## config.mk

```make
export PLATFORM = sky130hd
export DESIGN_NAME = sp_ram_ctrl
export DESIGN_NICKNAME = d
export VERILOG_FILES = /design/src/rtl/sp_ram_ctrl.sv
export SDC_FILE = /design/constraint.sdc
export NUM_CORES = 1
export LEC_CHECK = 0
export ABC_AREA = 1
export BUFFER_PORTS_ARGS = -buffer_cell sky130_fd_sc_hd__buf_2
export CAP_MARGIN = 20
export CORE_ASPECT_RATIO = 1.4
export CORE_UTILIZATION = 45
export CTS_CLUSTER_DIAMETER = 100
export CTS_CLUSTER_SIZE = 28
export DETAILED_ROUTE_END_ITERATION = 16
export GPL_TIMING_DRIVEN = 0
export HOLD_SLACK_MARGIN = 0.02
export PLACE_DENSITY = 0.9
export SLEW_MARGIN = 5
export SYNTH_ARGS = -nofsm -noshare
export SYNTH_HDL_FRONTEND = slang
export SYNTH_SLANG_ARGS = --single-unit
```

## constraint.sdc

```tcl
create_clock -name clk -period 3.05 [get_ports clk]
set_input_delay 0.61 -clock clk [delete_from_list [all_inputs] [get_ports clk]]
set_output_delay 0.61 -clock clk [all_outputs]
set_load 0.1 [all_outputs]
```

## src/rtl/sp_ram_ctrl.sv

```systemverilog
// Valid/ready front-end for a single-port synchronous RAM, with a 2-entry read response buffer.
// Define SP_RAM_CTRL_RMW_EN to compile in byte-masked writes done as read-modify-write (MERGE state).
module sp_ram_ctrl #(
  parameter int DATA_WIDTH = 32,
  parameter int ADDR_WIDTH = 10
) (
  input  logic                    clk,
  input  logic                    rst_n,
  input  logic                    req_valid,
  output logic                    req_ready,
  input  logic                    req_we,
  input  logic [ADDR_WIDTH-1:0]   req_addr,
  input  logic [DATA_WIDTH-1:0]   req_wdata,
  input  logic [DATA_WIDTH/8-1:0] req_be,
  output logic                    rsp_valid,
  input  logic                    rsp_ready,
  output logic [DATA_WIDTH-1:0]   rsp_rdata,
  output logic                    ram_rd_ena,
  output logic                    ram_wr_ena,
  output logic [ADDR_WIDTH-1:0]   ram_address,
  output logic [DATA_WIDTH-1:0]   ram_wr_data,
  input  logic [DATA_WIDTH-1:0]   ram_rd_data
);
  localparam int BE_WIDTH = DATA_WIDTH / 8;

  logic                       active;
  logic                       inflight;
  logic                       rd_issue;
  logic                       push;
  logic                       pop;
  logic [1:0][DATA_WIDTH-1:0] rsp_buf;
  logic                       wr_ptr;
  logic                       rd_ptr;
  logic [1:0]                 count;
  logic [2:0]                 credit;

  assign push      = inflight;
  assign pop       = rsp_valid & rsp_ready;
  assign rsp_valid = (count != 2'd0);
  assign rsp_rdata = rsp_buf[rd_ptr];
  // A slot is reserved for every read in the RAM pipeline, so the buffer can never overflow.
  assign credit    = {2'b0, inflight} + {1'b0, count} - {2'b0, pop};

  always_ff @(posedge clk or negedge rst_n) begin
    if (!rst_n) begin
      active   <= 1'b0;
      inflight <= 1'b0;
      rsp_buf  <= '0;
      wr_ptr   <= 1'b0;
      rd_ptr   <= 1'b0;
      count    <= 2'd0;
    end else begin
      active   <= 1'b1;
      inflight <= rd_issue;
      if (push) begin
        rsp_buf[wr_ptr] <= ram_rd_data;
        wr_ptr          <= ~wr_ptr;
      end
      if (pop) rd_ptr <= ~rd_ptr;
      count <= count + {1'b0, push} - {1'b0, pop};
    end
  end

`ifdef SP_RAM_CTRL_RMW_EN
  typedef enum logic {IDLE, MERGE} state_t;
  state_t                state, state_nxt;
  logic                  rmw_start;
  logic [ADDR_WIDTH-1:0] mrg_addr;
  logic [DATA_WIDTH-1:0] mrg_wdata;
  logic [BE_WIDTH-1:0]   mrg_be;

  always_ff @(posedge clk or negedge rst_n) begin
    if (!rst_n) begin
      state     <= IDLE;
      mrg_addr  <= '0;
      mrg_wdata <= '0;
      mrg_be    <= '0;
    end else begin
      state <= state_nxt;
      if (rmw_start) begin
        mrg_addr  <= req_addr;
        mrg_wdata <= req_wdata;
        mrg_be    <= req_be;
      end
    end
  end
`else
  logic unused_be;
  assign unused_be = ^req_be;
`endif

  always_comb begin
    req_ready   = 1'b0;
    ram_rd_ena  = 1'b0;
    ram_wr_ena  = 1'b0;
    ram_address = req_addr;
    ram_wr_data = req_wdata;
    rd_issue    = 1'b0;
`ifdef SP_RAM_CTRL_RMW_EN
    state_nxt   = state;
    rmw_start   = 1'b0;
`endif
    if (!active) begin
      ram_address = '0;
      ram_wr_data = '0;
    end
`ifdef SP_RAM_CTRL_RMW_EN
    else if (state == MERGE) begin
      // ram_rd_data now holds the old word read in the accept cycle
      ram_wr_ena  = 1'b1;
      ram_address = mrg_addr;
      for (int i = 0; i < BE_WIDTH; i++)
        ram_wr_data[8*i +: 8] = mrg_be[i] ? mrg_wdata[8*i +: 8] : ram_rd_data[8*i +: 8];
      state_nxt = IDLE;
    end
`endif
    else begin
      req_ready = req_we | (credit < 3'd2);
      if (req_valid && req_ready) begin
        if (!req_we) begin
          ram_rd_ena = 1'b1;
          rd_issue   = 1'b1;
        end
`ifdef SP_RAM_CTRL_RMW_EN
        else if (&req_be) ram_wr_ena = 1'b1;
        else if (|req_be) begin
          ram_rd_ena = 1'b1;
          rmw_start  = 1'b1;
          state_nxt  = MERGE;
        end
`else
        else ram_wr_ena = 1'b1;
`endif
      end
    end
  end
endmodule
```

=== Word-level counts from Yosys, hierarchy flattened ===
Index checks and enable logic that the tools add are counted.

* $add $sub $neg: 4
* $lt $le $gt $ge: 4
* Mux-type cells: 14
* Bitwise operators: 4
* Reduce and logical (&&, ||, !) cells: 3

{| class="wikitable"
|+ Operator list
! operator !! count
|-
| 32-bit two-way mux || 4
|-
| 64-bit bitwise mux || 1
|-
| 32-bit demux with 1-bit select || 1
|-
| 10-bit two-way mux || 1
|-
| 1-bit two-way mux || 7
|-
| 1-bit by 2-bit < comparator with 1-bit output, second input constant || 2
|-
| 1-bit by 2-bit adder with 3-bit output || 1
|-
| 3-bit by 2-bit < comparator with 1-bit output, second input constant || 1
|-
| 3-bit by 1-bit subtractor with 3-bit output || 1
|-
| 2-bit by 1-bit adder with 2-bit output || 1
|-
| 1-bit logical AND || 2
|-
| 1-bit inverter || 2
|-
| 2-bit nonzero test || 1
|-
| 2-bit by 1-bit subtractor with 2-bit output || 1
|-
| 1-bit bitwise AND || 1
|-
| 1-bit >= comparator, second input constant || 1
|-
| 1-bit bitwise OR || 1
|}

* Register bits: 70
* Output and inout port bits: 78

=== Logic depth before layout (Yosys ltp) ===
Gate-level depths: netlist (run 1).

* Depth in word-level cells: 8
* Mapped depth: 13
* Mapped depth without buffers: 13

=== Least setup slack after synthesis (run 1) ===
No wires, ideal clock.

* Kind: reg-to-output
* Start point: register count[1]
* End point: output port ram_rd_ena
* Data arrival time: 3755 ps
* Required time: 2440 ps
* Path slack: -1315 ps
* Cell stages (with the launch flop): 14
* Buffers on the path: 0
* Cell sequence: dfrtp_1 > inv_1 > nand2_1 > nand2_1 > inv_1 > ha_1 > inv_1 > ha_1 > inv_1 > fa_1 > nand2_1 > inv_1 > nand3_1 > nor2_1

* Longest elaborated chain between the ends: 8

{| class="wikitable"
|+ RTL lines
! what !! RTL line !! source
|-
| from (decl) || 34 || <nowiki>logic [1:0] count;</nowiki>
|-
| from (signal assigned) || 60 || <nowiki>count <= count + {1'b0, push} - {1'b0, pop};</nowiki>
|-
| 2-bit nonzero test || 39 || <nowiki>assign rsp_valid = (count != 2'd0);</nowiki>
|-
| named net rsp_valid || 15 || <nowiki>output logic rsp_valid,</nowiki>
|-
| 1-bit bitwise AND || 38 || <nowiki>assign pop = rsp_valid & rsp_ready;</nowiki>
|-
| named net pop || 30 || <nowiki>logic pop;</nowiki>
|-
| 3-bit by 1-bit subtractor with 3-bit output || 42 || <nowiki>assign credit = {2'b0, inflight} + {1'b0, count} - {2'b0, pop};</nowiki>
|-
| 3-bit by 2-bit < comparator with 1-bit output || 118 || <nowiki>req_ready = req_we | (credit < 3'd2);</nowiki>
|-
| 1-bit bitwise OR || 118 ||
|-
| 1-bit logical AND || 119 || <nowiki>if (req_valid && req_ready) begin</nowiki>
|-
| 1-bit two-way mux || 119 ||
|-
| 1-bit two-way mux || 103 || <nowiki>if (!active) begin</nowiki>
|-
| to (decl) || 18 || <nowiki>output logic ram_rd_ena,</nowiki>
|}

The timed path passes the listed nets, and every way through them passes these cells.

=== Worst setup path in the final report (run 1) ===
* Start point: register count[1]
* End point: output port ram_rd_ena

* Longest elaborated chain between the ends: 8

{| class="wikitable"
|+ RTL lines
! what !! RTL line
|-
| 2-bit nonzero test || 39
|-
| 1-bit bitwise AND || 38
|-
| named net pop || 30
|-
| 3-bit by 1-bit subtractor with 3-bit output || 42
|-
| 3-bit by 2-bit < comparator with 1-bit output || 118
|-
| 1-bit bitwise OR || 118
|-
| 1-bit logical AND || 119
|-
| 1-bit two-way mux || 119
|-
| 1-bit two-way mux || 103
|}

The timed path passes the listed nets, and every way through them passes these cells.

==> results of run 1 <==
## cells by family (layout without fill, tap and decap cells)
logic type	Yosys count	after routing	synth area share, %
xor gates and xnor gates	1	1	0.258
adders and majority gates	3	3	1.33
other	1	1	0.110
buffers and inverters	109	287	12.9
DFF	70	70	51.6
AOI/OAI and AO/OA	64	64	9.44
and+or+nand+nor	218	218	24.4
## worst min-delay path by stage
stage	slack, ps	from	end
final	380	rst_n	rsp_buf[4]
after global routing	450	rst_n	rsp_buf[11]
after CTS	400	rst_n	rsp_buf[43]
after detailed placement	470	rsp_buf[35]	rsp_buf[35]
after global placement	460	rsp_buf[23]	rsp_buf[23]
after floorplan	310	rst_n	active
## critical path, cell delays in order (launching register included)
cell	delay, ps
dfrtp_1	400
inv_2	110
nand2_8	60
nand2_4	50
inv_2	40
ha_4	200
inv_2	60
ha_4	120
inv_2	30
fa_1	490
nand2_1	60
inv_1	60
nand3_2	90
nor2_4	150
buf_12	180
## cell type report
class	count	share of cell area, %
clock inverter	5	1.08
sequential	70	37.9
inverter	85	6.91
clock buffer	11	2.84
tap	97	2.63
timing repair buffer	162	18.6
buffer	24	2.55
multi-input combinational	287	27.5
## through the flow
step	instance area, sq um	util, %	setup TNS, ps	worst slack (ps)	cells
CTS	4610	63.1	-90.2	-69.1	740
detailed placement	4330	59.2	-357	-225	719
floorplan	3430	-	-32.4	-32.4	466
global route	4620	63.2	-223	-146	741
finish	4620	63.2	-28.4	-28.4	741
global placement	4330	59.2	-238	-164	719
## timing repair
action,in CTS,in global routing
endpoints found under the hold margin,0,0
gates resized for setup,16,0
setup endpoints to repair,2,2
pin swaps,5,3
setup buffers,5,1
## synthesized netlist by cell type
master      n  area share, %
nand2_1   211             23
inv_1      85            9.4
nand3_1     2           0.29
buf_2      19            2.8
conb_1      1           0.11
clkbuf_2    3           0.44
dfrtp_1    70             52
or2_2       1           0.18
nor2_1      2           0.22
xor2_1      1           0.26
ha_1        2           0.74
nand2_2     2           0.37
clkbuf_1    2           0.22
o21ai_0    64            9.4
fa_1        1           0.59
## flip-flops by register name, summed over array words and instances, names as in the netlist
| name | count |
|---|---|
| rd_ptr | 1 |
| inflight | 1 |
| wr_ptr | 1 |
| count | 2 |
| rsp_buf | 64 |
| active | 1 |
## layer usage
layer / vias up / GRT usage [%] / wire length [um]
met5: - / 0 / 0
met4: 0 / 8.99 / 195
met3: 17 / 4.34 / 629
met2: 154 / 43.3 / 4920
met1: 1614 / 27.6 / 3400
li1: 1711 / - / -
==> results.py, run 1 <==
metrics = {
    "routing": {
        "dr.pass1.iters": 6,
        "routed_via_density": 4.72,
        "drtAntennaViolNets": 0,
        "wire_per_inst_um": 12.3,
        "vias": 3496,
        "drtIter0Drc": 246,
        "finalWirelength_um": 9140,
        "drc": 0,
    },
    "final_layout": {
        "drive_above_1_share_pct": 33.1,
        "antenna_cells": 0,
        "final_cell_mix": "208 x nand2_1, 172 x buf_2, 80 x inv_1",
        "fill_cells": 627,
        "multi_input_area_sq_um": 1270,
        "layout.nets": 725,
        "final_common_cell": "nand2_1",
        "syn2layout_area_growth_pct": 36.1,
        "regArea_sq_um": 1750,
    },
    "setup_path": {
        "timing.rr.end": "inflight",
        "criticalPathCategory": "flop to primary output",
        "reg2reg_slack_ps": 840,
        "cp_data_required_time_ps": 2440,
        "timing.rr.start": "count[1]",
        "cp_max_fo": 2,
        "critical_path_arrival_ps": 2470,
        "setup.worst_path.end": "ram_rd_ena",
        "end_kind": "primary output",
        "startpoint_type": "flop",
        "r2r_cells": 15,
        "worstSetupStartpoint": "count[1]",
    },
    "sta": {
        "period_minus_slack_ps": 3080,
        "rsz0062_at_grt": "true",
        "finalHoldViolCount": 0,
        "whs_ps": 385,
        "tightest_slew_ps": 851,
        "fin_skew_ps": 6.13,
        "fmax_ghz": 0.325,
        "layout_worst_path_cycle_share_pct": 101,
        "slew_headroom_pct": 43.2,
        "drv_slew": 0,
        "fin_ws_ps": -28.4,
        "setup_viol": 1,
    },
    "global_route": {
        "grt-ovfl-total": 0,
        "grt_pass1_wl_um": 14300,
        "grt_pass1_vias": 3220,
        "grtUsageTotal_pct": 24.2,
        "antenna_found_initial": 0,
        "grt_max_degree": 71,
    },
    "clock_tree": {
        "clock-root-buffer": "clkbuf_8",
        "cts.htree.levels": 3,
        "holdBufCountCts": 0,
        "clk_latency_ps": 340,
        "cts_sinks": 70,
        "clk_path_buf_depth": 2,
        "tritoncts": "built",
        "cts_buffers": 9,
        "path_clk_slew_ps": 70,
    },
    "synthesis": {
        "syn_area_per_cell_sq_um": 7.28,
        "netlist_area_sq_um": 3390,
        "synth_fp_nets": 552,
        "synth_cell_types": 15,
        "synth-seq-area-share_pct": 51.6,
        "netlist_instances": 466,
        "ys_warn_count": 0,
        "synth_seq_cells": 70,
    },
    "die": {
        "num_rows": 37,
        "die_h_um": 105,
        "die_w_um": 75.4,
        "initial_core_util_pct": 46.4,
        "io_pins": 161,
        "coreArea_sq_um": 7310,
        "die_area_sq_um": 7900,
    },
    "placement": {
        "gp_congestion": 0.827,
        "portBuffers": 156,
        "dp_hpwl_um": 6830,
    },
    "min_path": {
        "hold_path_class": "primary input to asynchronous set/reset pin",
    },
    "status": {
        "violations": "negative setup slack",
        "status": "complete, but fails checks",
    },
    "run": {
        "drv_cap": 0,
    },
}
Power of run 1 is left out: the tool's default activity adds up to more than one toggle a clock period on the data nets, which glitch-free logic cannot reach.
==> run 2: changes to the inputs <==
--- a/config.mk
+++ b/config.mk
@@ -10,6 +10,7 @@
 export CAP_MARGIN = 20
 export CORE_ASPECT_RATIO = 1.4
 export CORE_UTILIZATION = 45
+export CTS_BUF_LIST = sky130_fd_sc_hd__clkbuf_2 sky130_fd_sc_hd__clkbuf_4 sky130_fd_sc_hd__clkbuf_8
 export CTS_CLUSTER_DIAMETER = 100
 export CTS_CLUSTER_SIZE = 28
 export DETAILED_ROUTE_END_ITERATION = 16
==> run 2 against run 1 <==
Net effect: the flow still finishes with violations (negative setup slack); register-to-register slack is essentially flat; wire length grew 0.55%; first-iteration DRC count grew 16%; clock skew grew 1.4 ps; design area grew 0.16%.
==> results.py, run 2 (synthesized netlist as in run 1, its figures left out) <==
metrics = {
    "global_route": {
        "grt_max_degree": 71,
        "grtUsageTotal_pct": 24.2,
        "antenna_found_initial": 0,
        "grt-ovfl-total": 0,
        "grt_pass1_wl_um": 14300,
        "grt_pass1_vias": 3219,
    },
    "final_layout": {
        "top_register": "rsp_buf",
        "antenna_cells": 0,
        "layout.nets": 725,
        "top_regs": "rsp_buf x64, count x2",
        "syn2layout_area_growth_pct": 36.3,
        "largest_reg_flops": 64,
        "drive_above_1_share_pct": 33.4,
        "final_cell_mix": "208 x nand2_1, 172 x buf_2, 80 x inv_1",
        "final_common_cell": "nand2_1",
    },
    "sta": {
        "rsz0062_at_grt": "true",
        "drv_slew": 0,
        "finalHoldViolCount": 0,
        "setup_viol": 1,
        "tightest_slew_ps": 865,
        "fin_skew_ps": 7.52,
        "fin_ws_ps": -27.1,
        "slew_headroom_pct": 42.3,
        "whs_ps": 390,
        "layout_worst_path_cycle_share_pct": 101,
        "fmax_ghz": 0.325,
        "period_minus_slack_ps": 3080,
    },
    "routing": {
        "routed_via_density": 4.76,
        "drtAntennaViolNets": 0,
        "drtIter0Drc": 285,
        "vias": 3527,
        "drc": 0,
        "wire_per_inst_um": 12.4,
        "finalWirelength_um": 9190,
        "dr.pass1.iters": 5,
    },
    "setup_path": {
        "end_kind": "primary output",
        "cp_data_required_time_ps": 2440,
        "cp_max_fo": 2,
        "criticalPathCategory": "flop to primary output",
        "reg2reg_slack_ps": 840,
        "startpoint_type": "flop",
        "critical_path_arrival_ps": 2470,
    },
    "status": {
        "status": "complete, but fails checks",
        "violations": "negative setup slack",
    },
    "placement": {
        "portBuffers": 156,
        "dp_hpwl_um": 6830,
        "gp_congestion": 0.827,
        "pre_cts_ws_ps": -225,
    },
    "min_path": {
        "hold_path_class": "primary input to asynchronous set/reset pin",
    },
    "clock_tree": {
        "clk_path_buf_depth": 2,
        "cts_buffers": 9,
        "path_clk_slew_ps": 70,
        "clock-root-buffer": "clkbuf_8",
        "cts.htree.levels": 3,
        "tritoncts": "built",
        "clk_latency_ps": 340,
        "cts_sinks": 70,
    },
    "die": {
        "initial_core_util_pct": 46.4,
        "io_pins": 161,
        "coreArea_sq_um": 7310,
        "die_h_um": 105,
        "die_w_um": 75.4,
        "die_area_sq_um": 7900,
        "num_rows": 37,
    },
    "run": {
        "drv_cap": 0,
    },
}
==> run 2: cell counts in the layout (fill, tap and decap cells not counted) <==
Identical to the previous run, type by type.
==> run 2: repair_timing <==
action	4_1_cts	5_1_grt
buffers inserted	5	1
hold buffers	0	0
pin swaps	5	3
gates resized for setup	16	0
setup endpoints to repair	2	2
==> run 2: layer usage <==
metal,routed length (um),track usage [%],part of all wire (%),up-vias
li1,-,-,-,1710
met1,3480,27.6,38,1632
met2,4920,43.4,54,168
met3,581,4.34,6.3,17
met4,210,8.99,2.3,0
met5,0,0,0,-
==> run 2: path summary, 6_finish.rpt <==
kind                        startpoint           to  depth (start not counted)
max                           count[1]   ram_rd_ena                         14
min                              rst_n   rsp_buf[4]                          1
max reg2reg                   count[1]     inflight                         15
min reg2reg                rsp_buf[52]  rsp_buf[52]                          2
max in group asynchronous        rst_n  rsp_buf[60]                          1
min in group clk           rsp_buf[52]  rsp_buf[52]                          2
==> run 2: critical path, stage by stage, from the launching register on <==
cell and delay, ps:
dfrtp_1 400, inv_2 110, nand2_8 60, nand2_4 50, inv_2 40, ha_4 200, inv_2 60, ha_4 120
inv_2 30, fa_1 490, nand2_1 60, inv_1 60, nand3_2 90, nor2_4 150, buf_12 180
==> run 2: layout make-up <==
cell class	count	area, sq um
Timing Repair Buffer	162	858
Multi-Input combinational cell	287	1270
Buffer	24	118
Fill cell	624	2690
Tap cell	97	121
Inverter	85	319
Clock inverter	5	50.0
Sequential cell	70	1750
Clock buffer	11	139
==> run 2: metrics by stage <==
step	std cells	TNS, ps	cell area [sq um]	utilization (%)
final	741	-27.1	4630	63.3
after global routing	741	-223	4630	63.3
after CTS	740	-90.2	4620	63.2
after detailed placement	719	-357	4330	59.2
after global placement	719	-238	4330	59.2
after floorplan	466	-32.4	3430	-
Power of run 2 is left out for the same reason.
==> run 3: changes to the inputs <==
--- a/config.mk
+++ b/config.mk
@@ -16,7 +16,8 @@
 export DETAILED_ROUTE_END_ITERATION = 16
 export GPL_TIMING_DRIVEN = 0
 export HOLD_SLACK_MARGIN = 0.02
-export PLACE_DENSITY = 0.9
+export PLACE_DENSITY_LB_ADDON = 0.3
+export SETUP_SLACK_MARGIN = 0.02
 export SLEW_MARGIN = 5
 export SYNTH_ARGS = -nofsm -noshare
 export SYNTH_HDL_FRONTEND = slang
==> run 3 against run 2 <==
Net effect: the run still ends with negative setup slack left; cell count increased by 0.94%; first-iteration DRC count decreased by 39%; highest routed layer is now met5; utilization increased by 1.1 points; via count decreased by 1.5%; global-route usage increased by 1.2 points; critical path type unchanged; wire length increased by 4.9%; count of clock-buffer cells in the layout unchanged.
==> results.py, run 3 (synthesized netlist as in run 1, its figures left out) <==
metrics = {
    "status": {
        "status": "complete, but fails checks",
        "violations": "negative setup slack",
    },
    "die": {
        "die_area_sq_um": 7900,
        "io_pins": 161,
        "num_rows": 37,
        "initial_core_util_pct": 46.4,
        "die_w_um": 75.4,
        "die_h_um": 105,
        "coreArea_sq_um": 7310,
    },
    "setup_path": {
        "end_kind": "primary output",
        "cp_max_fo": 2,
        "critical_path_arrival_ps": 2450,
        "cp_data_required_time_ps": 2440,
        "criticalPathCategory": "flop to primary output",
        "startpoint_type": "flop",
    },
    "global_route": {
        "grt_pass1_wl_um": 14700,
        "grt-ovfl-total": 0,
        "antenna_found_initial": 7,
        "grtUsageTotal_pct": 25.4,
        "grt_pass1_vias": 3226,
        "grt_max_degree": 71,
    },
    "clock_tree": {
        "clk_latency_ps": 340,
        "cts.htree.levels": 3,
        "holdBufCountCts": 0,
        "cts_sinks": 70,
        "clock-root-buffer": "clkbuf_8",
        "clk_path_buf_depth": 2,
        "tritoncts": "built",
        "cts_buffers": 9,
        "path_clk_slew_ps": 80,
    },
    "routing": {
        "routed_via_density": 4.64,
        "drtAntennaViolNets": 0,
        "dr.pass1.iters": 7,
        "drc": 0,
        "finalWirelength_um": 9640,
        "drtIter0Drc": 173,
        "vias": 3474,
        "wire_per_inst_um": 12.9,
    },
    "placement": {
        "portBuffers": 156,
        "dp_hpwl_um": 7130,
        "gp_congestion": 0.789,
        "dp.cells": 719,
    },
    "final_layout": {
        "fin_cells": 748,
        "top_regs": "rsp_buf x64, count x2",
        "largest_reg_flops": 64,
        "drive_above_1_share_pct": 33.8,
        "fill_cells": 683,
        "syn2layout_area_growth_pct": 38.6,
        "final_cell_mix": "208 x nand2_1, 172 x buf_2, 80 x inv_1",
        "top_register": "rsp_buf",
        "final_common_cell": "nand2_1",
        "layout.nets": 729,
    },
    "sta": {
        "slew_headroom_pct": 42.6,
        "fmax_ghz": 0.327,
        "rsz0062_at_grt": "true",
        "fin_ws_ps": -6.06,
        "drv_slew": 0,
        "layout_worst_path_cycle_share_pct": 100,
        "fin_skew_ps": 5.98,
        "tightest_slew_ps": 860,
        "period_minus_slack_ps": 3060,
        "setup_viol": 1,
        "finalHoldViolCount": 0,
    },
    "run": {
        "drv_cap": 0,
    },
    "min_path": {
        "hold_path_class": "primary input to asynchronous set/reset pin",
    },
}
-- run 3: routing by layer --
metal  share of wire (%)  up-vias  track usage [%]
met5                0.54        -                0
met4                 1.0        8             7.94
met3                  10       17             9.84
met2                  52      152             44.1
met1                  36     1571             27.7
li1                    -     1726                -
-- run 3: path summary, 6_finish.rpt --
check / from / endpoint / slack [ps] / depth (start not counted)
max in group asynchronous: rst_n / rsp_buf[10] / 2110 / 1
min in group clk: rsp_buf[11] / rsp_buf[11] / 490 / 2
worst min register to register: rsp_buf[11] / rsp_buf[11] / 490 / 2
worst max-delay path: count[1] / ram_rd_ena / -6 / 14
worst max register to register: count[1] / inflight / 960 / 14
worst min-delay path: rst_n / rsp_buf[41] / 370 / 1
-- run 3: final cells by class --
type / instances / area [sq um] / share of cell area (%)
Sequential cell: 70 / 1750 / 37.2
Multi-Input combinational cell: 287 / 1270 / 27.0
Timing Repair Buffer: 166 / 888 / 18.9
Inverter: 85 / 322 / 6.83
Clock buffer: 11 / 145 / 3.08
Tap cell: 97 / 121 / 2.58
Buffer: 24 / 118 / 2.50
Clock inverter: 5 / 82.6 / 1.75
Antenna cell: 3 / 7.51 / 0.160
-- run 3: worst max-delay path, stage by stage (launching register included) --
cell     delay, ps
dfrtp_1        390
inv_2          110
nand2_8         60
nand2_4         70
inv_4           40
ha_4           200
inv_2           60
ha_4           120
inv_2           30
fa_1           490
nand2_1         60
inv_1           60
nand3_2         90
nor2_4         150
buf_12         180
-- run 3: timing repair --
action,CTS,global route
pin swaps,6,3
endpoints found under the setup margin,2,2
gates resized for setup,16,1
cloned,0,0
buffers inserted,6,4
-- run 3: per-stage QoR --
stage	TNS, ps	instance area [sq um]	worst slack, ps	hold WS, ps	util [%]
after floorplan	-32.4	3430	-32.4	314	-
after global placement	-223	4330	-156	465	59.2
after detailed placement	-293	4330	-184	473	59.2
after CTS	-30.7	4670	-30.7	404	63.8
after global routing	-122	4700	-97.5	453	64.3
final	-6.06	4710	-6.06	371	64.3
Power of run 3 is left out for the same reason.
